$ cat config.mk
export PLATFORM = sky130hd
export DESIGN_NAME = dcache_controller
export DESIGN_NICKNAME = d
export VERILOG_FILES = /design/src/rtl/dcache_pkg.sv /design/src/rtl/dcache_sram.sv /design/src/rtl/dcache_controller.sv
export SDC_FILE = /design/constraint.sdc
export NUM_CORES = 2
export LEC_CHECK = 0
export CORE_MARGIN = 2
export CORE_UTILIZATION = 61
export CTS_CLUSTER_SIZE = 16
export DETAILED_ROUTE_END_ITERATION = 10
export GPL_TIMING_DRIVEN = 0
export PLACE_DENSITY_LB_ADDON = 0.15
export SETUP_SLACK_MARGIN = 0.15
export SLEW_MARGIN = 20
export SYNTH_ARGS = -nofsm -noshare
export SYNTH_HDL_FRONTEND = slang
export SYNTH_HIERARCHICAL = 1
export SYNTH_MEMORY_MAX_BITS = 65536
export SYNTH_SLANG_ARGS = --single-unit
$ cat constraint.sdc
create_clock -name clk_i -period 9.4 [get_ports clk_i]
set_clock_uncertainty 0.1 [all_clocks]
set_input_delay 2.82 -clock clk_i [delete_from_list [all_inputs] [get_ports clk_i]]
set_output_delay 2.82 -clock clk_i [all_outputs]
set_load 0.02 [all_outputs]
$ cat src/rtl/dcache_pkg.sv
// Shared types and default geometry for the direct-mapped write-back data cache.
package dcache_pkg;

  localparam int unsigned LINE_NUM_DEF  = 16;
  localparam int unsigned LINE_BITS_DEF = 256;
  localparam int unsigned ADDR_W_DEF    = 32;

  localparam int unsigned OFFSET_W = $clog2(LINE_BITS_DEF / 8);
  localparam int unsigned INDEX_W  = $clog2(LINE_NUM_DEF);
  localparam int unsigned TAG_W    = ADDR_W_DEF - INDEX_W - OFFSET_W;

  typedef enum logic [1:0] {
    IDLE      = 2'd0,
    WRITEBACK = 2'd1,
    REFILL    = 2'd2,
    UPDATE    = 2'd3
  } dcache_state_t;

endpackage

$ cat src/rtl/dcache_sram.sv
// Tag/valid/dirty/data arrays: combinational read, synchronous word or full-line write,
// asynchronous clear of valid and dirty.
module dcache_sram #(
  parameter int unsigned LINE_NUM  = 16,
  parameter int unsigned LINE_BITS = 256,
  parameter int unsigned INDEX_W   = 4,
  parameter int unsigned TAG_W     = 23,
  parameter int unsigned WORD_W    = 3
) (
  input  logic                 clk_i,
  input  logic                 rst_i,
  input  logic [INDEX_W-1:0]   index_i,
  output logic [TAG_W-1:0]     tag_o,
  output logic                 valid_o,
  output logic                 dirty_o,
  output logic [LINE_BITS-1:0] line_o,
  input  logic                 word_we_i,
  input  logic [WORD_W-1:0]    word_i,
  input  logic [31:0]          word_data_i,
  input  logic                 line_we_i,
  input  logic [TAG_W-1:0]     line_tag_i,
  input  logic [LINE_BITS-1:0] line_data_i
);

  localparam int unsigned Words = LINE_BITS / 32;

  logic [Words-1:0][31:0] data_q [LINE_NUM];
  logic [TAG_W-1:0]       tag_q  [LINE_NUM];
  logic [LINE_NUM-1:0]    valid_q, dirty_q;

  assign tag_o   = tag_q[index_i];
  assign valid_o = valid_q[index_i];
  assign dirty_o = dirty_q[index_i];
  assign line_o  = data_q[index_i];

  always_ff @(posedge clk_i or negedge rst_i) begin
    if (!rst_i) begin
      valid_q <= '0;
      dirty_q <= '0;
    end else if (line_we_i) begin
      valid_q[index_i] <= 1'b1;
      dirty_q[index_i] <= 1'b0;
    end else if (word_we_i) begin
      dirty_q[index_i] <= 1'b1;
    end
  end

  // Payload arrays carry no reset; valid gates every use.
  always_ff @(posedge clk_i) begin
    if (line_we_i) begin
      data_q[index_i] <= line_data_i;
      tag_q[index_i]  <= line_tag_i;
    end else if (word_we_i) begin
      data_q[index_i][word_i] <= word_data_i;
    end
  end

endmodule

$ cat src/rtl/dcache_controller.sv
// Direct-mapped write-back, write-allocate data cache with zero-latency hits.
// Define DCACHE_STATS_EN to add saturating hit/miss counters (hit_cnt_o, miss_cnt_o).
module dcache_controller
  import dcache_pkg::*;
#(
  parameter int unsigned LINE_NUM  = LINE_NUM_DEF,
  parameter int unsigned LINE_BITS = LINE_BITS_DEF,
  parameter int unsigned ADDR_W    = ADDR_W_DEF
) (
  input  logic                 clk_i,
  input  logic                 rst_i,
  input  logic                 cpu_req_i,
  input  logic                 cpu_we_i,
  input  logic [ADDR_W-1:0]    cpu_addr_i,
  input  logic [31:0]          cpu_data_i,
  output logic [31:0]          cpu_data_o,
  output logic                 cpu_stall_o,
  output logic                 mem_enable_o,
  output logic                 mem_write_o,
  output logic [ADDR_W-1:0]    mem_addr_o,
  output logic [LINE_BITS-1:0] mem_data_o,
  input  logic [LINE_BITS-1:0] mem_data_i,
  input  logic                 mem_ack_i
`ifdef DCACHE_STATS_EN
  ,
  output logic [31:0]          hit_cnt_o,
  output logic [31:0]          miss_cnt_o
`endif
);

  localparam int unsigned OffsetW = $clog2(LINE_BITS / 8);
  localparam int unsigned IndexW  = $clog2(LINE_NUM);
  localparam int unsigned TagW    = ADDR_W - IndexW - OffsetW;
  localparam int unsigned WordW   = OffsetW - 2;

  dcache_state_t          state_q;
  logic                   mem_enable_q, mem_write_q;
  logic [ADDR_W-1:0]      mem_addr_q;
  logic [LINE_BITS-1:0]   refill_q;

  logic [TagW-1:0]        req_tag, rd_tag;
  logic [IndexW-1:0]      req_index;
  logic [WordW-1:0]       req_word;
  logic                   rd_valid, rd_dirty, lookup_hit, idle_hit, miss;
  logic [LINE_BITS/32-1:0][31:0] rd_line;
  logic                   unused_addr;

  assign req_tag     = cpu_addr_i[ADDR_W-1 -: TagW];
  assign req_index   = cpu_addr_i[OffsetW +: IndexW];
  assign req_word    = cpu_addr_i[OffsetW-1:2];
  assign unused_addr = ^cpu_addr_i[1:0];

  assign lookup_hit = cpu_req_i & rd_valid & (rd_tag == req_tag);
  assign idle_hit   = (state_q == IDLE) & lookup_hit;
  assign miss       = (state_q == IDLE) & cpu_req_i & ~lookup_hit;

  dcache_sram #(
    .LINE_NUM  (LINE_NUM),
    .LINE_BITS (LINE_BITS),
    .INDEX_W   (IndexW),
    .TAG_W     (TagW),
    .WORD_W    (WordW)
  ) u_sram (
    .clk_i       (clk_i),
    .rst_i       (rst_i),
    .index_i     (req_index),
    .tag_o       (rd_tag),
    .valid_o     (rd_valid),
    .dirty_o     (rd_dirty),
    .line_o      (rd_line),
    .word_we_i   (idle_hit & cpu_we_i),
    .word_i      (req_word),
    .word_data_i (cpu_data_i),
    .line_we_i   (state_q == UPDATE),
    .line_tag_i  (req_tag),
    .line_data_i (refill_q)
  );

  // Reset forces the pipeline-facing outputs quiet even while a request is held.
  assign cpu_stall_o  = rst_i & ((state_q != IDLE) | miss);
  assign cpu_data_o   = (rst_i && idle_hit && !cpu_we_i) ? rd_line[req_word] : 32'd0;
  assign mem_enable_o = mem_enable_q;
  assign mem_write_o  = mem_write_q;
  assign mem_addr_o   = mem_addr_q;
  assign mem_data_o   = rd_line;

  always_ff @(posedge clk_i or negedge rst_i) begin
    if (!rst_i) begin
      state_q      <= IDLE;
      mem_enable_q <= 1'b0;
      mem_write_q  <= 1'b0;
      mem_addr_q   <= '0;
      refill_q     <= '0;
    end else begin
      unique case (state_q)
        IDLE: begin
          if (miss) begin
            mem_enable_q <= 1'b1;
            if (rd_valid && rd_dirty) begin
              state_q     <= WRITEBACK;
              mem_write_q <= 1'b1;
              mem_addr_q  <= {rd_tag, req_index, OffsetW'(0)};
            end else begin
              state_q     <= REFILL;
              mem_write_q <= 1'b0;
              mem_addr_q  <= {req_tag, req_index, OffsetW'(0)};
            end
          end
        end
        WRITEBACK: begin
          // Enable stays high straight into the refill request.
          if (mem_ack_i) begin
            state_q     <= REFILL;
            mem_write_q <= 1'b0;
            mem_addr_q  <= {req_tag, req_index, OffsetW'(0)};
          end
        end
        REFILL: begin
          if (mem_ack_i) begin
            state_q      <= UPDATE;
            mem_enable_q <= 1'b0;
            refill_q     <= mem_data_i;
          end
        end
        UPDATE: state_q <= IDLE;
        default: state_q <= IDLE;
      endcase
    end
  end

`ifdef DCACHE_STATS_EN
  logic        retry_q;
  logic [31:0] hit_cnt_q, miss_cnt_q;

  // The lookup right after UPDATE is the replay of an already counted miss.
  always_ff @(posedge clk_i or negedge rst_i) begin
    if (!rst_i) begin
      retry_q    <= 1'b0;
      hit_cnt_q  <= '0;
      miss_cnt_q <= '0;
    end else begin
      retry_q <= (state_q == UPDATE);
      if (idle_hit && !retry_q && hit_cnt_q != 32'hFFFF_FFFF) hit_cnt_q <= hit_cnt_q + 32'd1;
      if (miss && miss_cnt_q != 32'hFFFF_FFFF) miss_cnt_q <= miss_cnt_q + 32'd1;
    end
  end

  assign hit_cnt_o  = hit_cnt_q;
  assign miss_cnt_o = miss_cnt_q;
`endif

endmodule

# Yosys cells after proc, flatten, opt, wreduce, memory -nomap -nowiden
# Memory sizes are Yosys's and may differ from the RTL's.
# Cells that the tools add are included.
op_classes:
  order_cmp: 4
  n_eq_ne: 7
  muxes: 289
  bitwise_logic: 269
  reduce_logical: 15
op_table:
  columns: ["operator", "n"]
  rows:
  - ["two-way mux 1 bit", 267]
  - ["OR 1 bit", 257]
  - ["two-way mux 256 bit", 1]
  - ["two-way mux 32 bit", 6]
  - ["binary-select mux 32 bit (select 3 bit)", 1]
  - ["demux 32 bit (select 3 bit)", 1]
  - ["case mux 32 bit (2 select lines)", 1]
  - ["two-way mux 16 bit", 2]
  - ["OR 16 bit", 2]
  - ["equality test 23 bit", 1]
  - ["bitwise AND 16 bit", 1]
  - ["inverter 16 bit", 1]
  - ["AND reduction 3 bit", 3]
  - ["binary-select mux 1 bit (select 4 bit)", 2]
  - ["two-way mux 2 bit", 4]
  - ["case mux 2 bit (4 select lines)", 1]
  - ["nonzero test 2 bit", 4]
  - ["bitwise AND 1 bit", 7]
  - ["inequality test 2 bit (second input constant)", 3]
  - ["logical AND 1 bit", 5]
  - ["less-than comparator 4 x 5 -> 1 bit (second input constant)", 1]
  - ["demux 1 bit (select 4 bit)", 1]
  - ["equality test 2 bit (second input constant)", 2]
  - ["greater-or-equal comparator 4 x 1 -> 1 bit (second input constant)", 1]
  - ["other kinds (8)", 9]
totals:
  register_bits: 324
  ram_bits: 4464
  inputBits: 325
  out_inout_bits: 323
  word_cells: 593
  n_memories: 2
mem_list:
  columns: ["name", "depth", "word_bits", "rd", "rd_ports_with_merged_regs", "wr", "line", "source"]
  rows:
  - ["u_sram.data_q", 16, 256, 1, 0, 1, "dcache_sram.sv:27", "logic [Words-1:0][31:0] data_q [LINE_NUM];"]
  - ["u_sram.tag_q", 16, 23, 1, 0, 1, "dcache_sram.sv:28", "logic [TAG_W-1:0] tag_q [LINE_NUM];"]

# Logic depth before layout (Yosys ltp)
logic_depth:
  word_depth: 10
  ltp_mapped: 17
  depth_no_buf: 10

# By module
# Netlist, hierarchy kept.
modules_own_cells:
  columns: ["module", "instances", "cells_per_inst", "area_per_inst_um2", "seq_area_each_um2"]
  rows:
  - ["dcache_sram", 1, 7386, 171446.9, 134849.3]
  - ["dcache_controller", 1, 851, 13324.0, 7181.9]

# Worst setup path before layout
# OpenSTA, ideal clock, no wires.
synth_timing:
  path_kind: "input to output"
  startpoint: "input cpu_addr_i[5]"
  endpoint: "output cpu_data_o[10]"
  arrival_time_ns: 5.715
  path_slack_ns: 0.765
  cell_stages: 12
  n_path_buf: 4
  path_cell_list: "buf_2 -> buf_2 -> buf_2 -> mux4_2 -> a22oi_1 -> nand2_1 -> xnor2_1 -> nand4_1 -> nor4_4 -> nand4b_1 -> buf_2 -> nor2_1"
synth_between:
  word_cells_on_any_way: 13
  cone_classes: "1 x eq/ne; 5 x mux; 3 x bitwise; 2 x reduce/logical; 2 x memory"
synth_rtl:
  columns: ["element", "line", "source"]
  rows:
  - ["from (decl)", "dcache_controller.sv:14", "input logic [ADDR_W-1:0] cpu_addr_i,"]
  - ["memory read (16 x 23 bit)", null, null]
  - ["named net rd_tag[16]", "dcache_controller.sv:41", "logic [TagW-1:0] req_tag, rd_tag;"]
  - ["equality test 23 bit", "dcache_controller.sv:53", "assign lookup_hit = cpu_req_i & rd_valid & (rd_tag == req_tag);"]
  - ["bitwise AND 1 bit", "dcache_controller.sv:53", null]
  - ["bitwise AND 1 bit", "dcache_controller.sv:54", "assign idle_hit = (state_q == IDLE) & lookup_hit;"]
  - ["logical AND 1 bit (2 in a row)", "dcache_controller.sv:81", "assign cpu_data_o = (rst_i && idle_hit && !cpu_we_i) ? rd_line[req_word] : 32'd0;"]
  - ["two-way mux 32 bit", "dcache_controller.sv:81", null]
  - ["to (decl)", "dcache_controller.sv:16", "output logic [31:0] cpu_data_o,"]
# The timed path passes the listed nets, and every way through them passes these cells. The select of a mux whose other input is x is not followed.

# Worst setup path after layout
layout_timing:
  startpoint: "input cpu_addr_i[6]"
  endpoint: "output cpu_data_o[0]"
layout_between:
  elab_chain_len: 8
  word_cells_on_any_way: 13
  cone_classes: "1 x eq/ne; 5 x mux; 3 x bitwise; 2 x reduce/logical; 2 x memory"
layout_lines:
  columns: ["element", "line"]
  rows:
  - ["branches (longest 7 deep; another with memory read (16 x 23 bit))", null]
  - ["two-way mux 32 bit *", "dcache_controller.sv:81"]
# Every way passes the cells marked *. The select of a mux whose other input is x is not followed.

==> summary.txt <==
Status
  – Status: finished with violations
  – Failing checks: negative setup slack

STA
  – Final setup vio count: 1
  – Slew @ Worst Pin: about 1.2 ns
  – Fin. Hold Viols: 0
  – RSZ-0062 raised after global routing: yes
  – Min Tclk post-route: about 9.4 ns
  – FMAX: roughly 110 MHz
  – Max Transition Viols Final: 0
  – Period utilisation layout: 100%
  – Worst slew margin: a little under a fifth
  – Worst hold slack: about 0.37 ns
  – Final worst setup slack: -0.0207 ns
  – Setup TNS: -0.0207 ns

Die
  – Initial Utilization: 61.2%
  – # IOs: between 600 and 700
  – Full die area: 307,000 µm²
  – Core Area: 302,000 µm²
  – Horiz. Die Dim: between 500 and 600 µm
  – Row cnt: just over 200
  – Chip height: approximately 550 µm

Power
  – Power density cells: around 250 nW/µm²
  – Switching pwr: between 10 and 15 mW
  – Clk pwr share: ~34%
  – Internal: 40.6 mW
  – Gate power share: 15.3%
  – Worst vdd ir: ~190 µV
  – Share of total power in sequential cells: 51.2%
  – Leakage Power: slightly above 70 nW
  – Switching share of power: a little over a quarter

Global routing
  – Met1 global-route usage: 48.5%
  – Largest net degree at the start of global routing: between 90 and 100
  – Total congestion overflow: 0
  – Most Crowded Layer GR: met2
  – Global-route wire length before repair: roughly 800,000 µm
  – Antenna violations before repair: between 100 and 150
  – Gr usage total: between 30% and 40%
  – Met2 usage: a little over half
  – M3 GR Usage: between 10% and 20%
  – Vias in the first global route: 97,079

Route
  – Vias: just over 100k
  – Wirelength per Cell: about 40 µm
  – Total wire length: a little under 600,000 µm
  – Vias per cell: approximately 7.2
  – First-pass detailed-route iteration total: 8
  – # DRC: 0
  – Final antenna-violating net count: 0
  – DR iter-0 viols: 16,889

Place
  – Placed Cells: 13,074
  – GPL Wtd Cong: ~1.0
  – Port bufs: between 600 and 700
  – HPWL Detailed: about 400,000 µm
  – Pre-CTS WS: -2.42 ns

Clocking
  – Root Buffer: clkbuf_16
  – Hold Buf Count CTS: 0
  – TritonCTS buffer count: ~460
  – Clock buffer depth: 4
  – TritonCTS clock tree: yes
  – Sinks on Clock Net: about 4,800
  – Clock-pin slew on the worst setup and hold paths: 0.06 ns
  – H-tree depth: 5
  – Clock Latency Late Sink: just over 1 ns

Flow run
  – Maxcap violations: 0

Logic synthesis
  – Syn Inst Count: between 8,000 and 9,000
  – Synth warnings: 6
  – Synthesized area: between 150,000 and 200,000 µm²
  – Seq/Total Area, Yosys: around three quarters
  – Post-synth EDFFs: around 4,500
  – Syn avg cell area: 22.4 µm²
  – Ys async rst share: between 6 and 7%
  – Flops & latches, synth: between 4,000 and 5,000
  – Ys flop type: edfxtp_1
  – Synth unique cells: between 40 and 50

Hold path
  – HP Class: reg -> reg

Critical path
  – CP required: 6.48 ns
  – Arrival time at the worst endpoint: roughly 6.5 ns
  – CP startpoint kind: input port
  – CP endpoint kind: primary output
  – Kind of critical path: in -> out
  – Critical path peak fanout: 10

Final layout
  – Share of cells above drive strength 1: about 34%
  – Area growth syn-to-layout: 19.2%
  – Commonest cells after routing, fill and taps aside: edfxtp_1 (4,464), mux4_2 (1,188), clkdlybuf4s50_1 (568), mux2_2 (550), a22oi_1 (541)
  – Nets: ~10,000
  – Commonest non-fill, non-tap cell in the layout: edfxtp_1
  – Non-filler cells in the finished layout: 14,151
  – # fillers: approximately 16,000
## power by group through the flow
stage / sequential [mW] / clock (mW) / combinational, mW
6_report: 28.3 / 18.5 / 8.43
5_1_grt: 28.3 / 19.4 / 8.79
4_1_cts: 28.2 / 18.5 / 8.17
3_5_place_dp: 28.7 / 0 / 8.03
3_3_place_gp: 28.6 / 0 / 7.18
2_1_floorplan: 28.1 / 0 / 4.43
## flip-flops by register name (all words and copies together), names as in the netlist, named ones only
signal / count
state_q: 2
u_sram/valid_q: 16
u_sram/tag_q: 368
mem_enable_o: 1
mem_addr_o: 27
u_sram/data_q: 4096
mem_write_o: 1
refill_q: 256
## worst max-delay path, cell delays in order
cell	delay (ns)
buf_4	0.17
buf_12	0.17
buf_4	0.33
buf_2	0.60
mux4_2	0.42
a22oi_1	0.27
nand2_1	0.42
mux4_2	0.68
mux2i_1	0.29
nor2_4	0.13
buf_6	0.15
## what timing repair did
item	in CTS	in global routing
cloned	3	5
buffers inserted	21	16
endpoints found under the setup margin	1448	34
pin swaps	10	31
gates resized for setup	516	289
## stage by stage
| stage | instance area [µm²] | util (%) | power, mW |
|---|---|---|---|
| floorplan | 185000 | - | 32.5 |
| global placement | 196000 | 64.9 | 35.8 |
| detailed placement | 202000 | 67.0 | 36.7 |
| CTS | 219000 | 72.4 | 54.9 |
| global route | 220000 | 72.8 | 56.5 |
| finish | 220000 | 72.9 | 55.2 |
## routing by layer
metal / part of all wire, % / wire (µm)
met2: 45 / 262000
met5: 0.024 / 137
met4: 7.5 / 43400
met3: 15 / 87900
met1: 32 / 186000
## logic make-up (layout without fill, tap and decap cells)
kind of cell | Yosys count | after routing | synth area share (%)
AO/OA/AOI/OAI | 605 | 605 | 2.43
XOR/XNOR | 23 | 23 | 0.109
adder cells (fa/ha/maj) | 4 | 4 | 0.0271
buffers and inverters | 489 | 2251 | 1.24
flip-flops | 4783 | 4783 | 76.9
multiplexers | 1785 | 1785 | 18.1
other | 1 | 175 | 0.00203
AND/OR/NAND/NOR | 547 | 547 | 1.22
## path summary, 6_finish.rpt
check / cells past startpoint / end / from / slack (ns)
worst min-delay path: 1 / u_sram/valid_q[8] / u_sram/valid_q[8] / 0.37
worst max register to register: 13 / u_sram/data_q[8][68] / u_sram/tag_q[3][12] / 3.37
worst max-delay path: 11 / cpu_data_o[0] / cpu_addr_i[6] / -0.02
min in group asynchronous: 2 / refill_q[24] / rst_i / 1.69
max in group asynchronous: 4 / refill_q[210] / rst_i / 6.06
worst min register to register: 1 / u_sram/valid_q[8] / u_sram/valid_q[8] / 0.37
## synth_stat cells, types with 2 or more instances
cell | n | share of area, %
nand3_1 | 6 | 0.016
a21o_1 | 4 | 0.016
a31oi_1 | 17 | 0.058
nand2_1 | 302 | 0.61
nor3b_2 | 3 | 0.020
nand2b_1 | 3 | 0.010
xor2_1 | 7 | 0.033
nor2b_1 | 8 | 0.027
edfxtp_1 | 4464 | 73
ha_1 | 4 | 0.027
mux2_2 | 550 | 3.4
and4b_1 | 2 | 0.011
nor2_1 | 182 | 0.37
buf_6 | 24 | 0.15
dfrtp_1 | 319 | 4.3
a211o_1 | 2 | 0.0095
nor4_1 | 2 | 0.0068
buf_1 | 37 | 0.075
mux4_2 | 1188 | 14
o21ai_0 | 2 | 0.0054
mux2_1 | 11 | 0.067
xnor2_1 | 16 | 0.076
buf_2 | 191 | 0.52
a21oi_1 | 13 | 0.035
clkbuf_1 | 224 | 0.46
nand4_1 | 4 | 0.014
or2_2 | 13 | 0.044
mux2i_1 | 34 | 0.18
mux2_4 | 2 | 0.016
inv_1 | 5 | 0.010
and3_1 | 13 | 0.044
buf_4 | 8 | 0.033
a22oi_1 | 563 | 2.3
## layout make-up
type	instances	area, µm²	area share [%]
buffer	483	3310	1.50
clock inverter	234	2340	1.06
clock buffer	629	12700	5.76
multi-input combinational	2969	42400	19.2
inverter	5	18.8	0.00852
antenna	170	425	0.193
tap	3978	4980	2.26
timing repair buffer	900	12100	5.49
sequential	4783	142000	64.5
No activity file was read; power rests on OpenSTA's default activity.
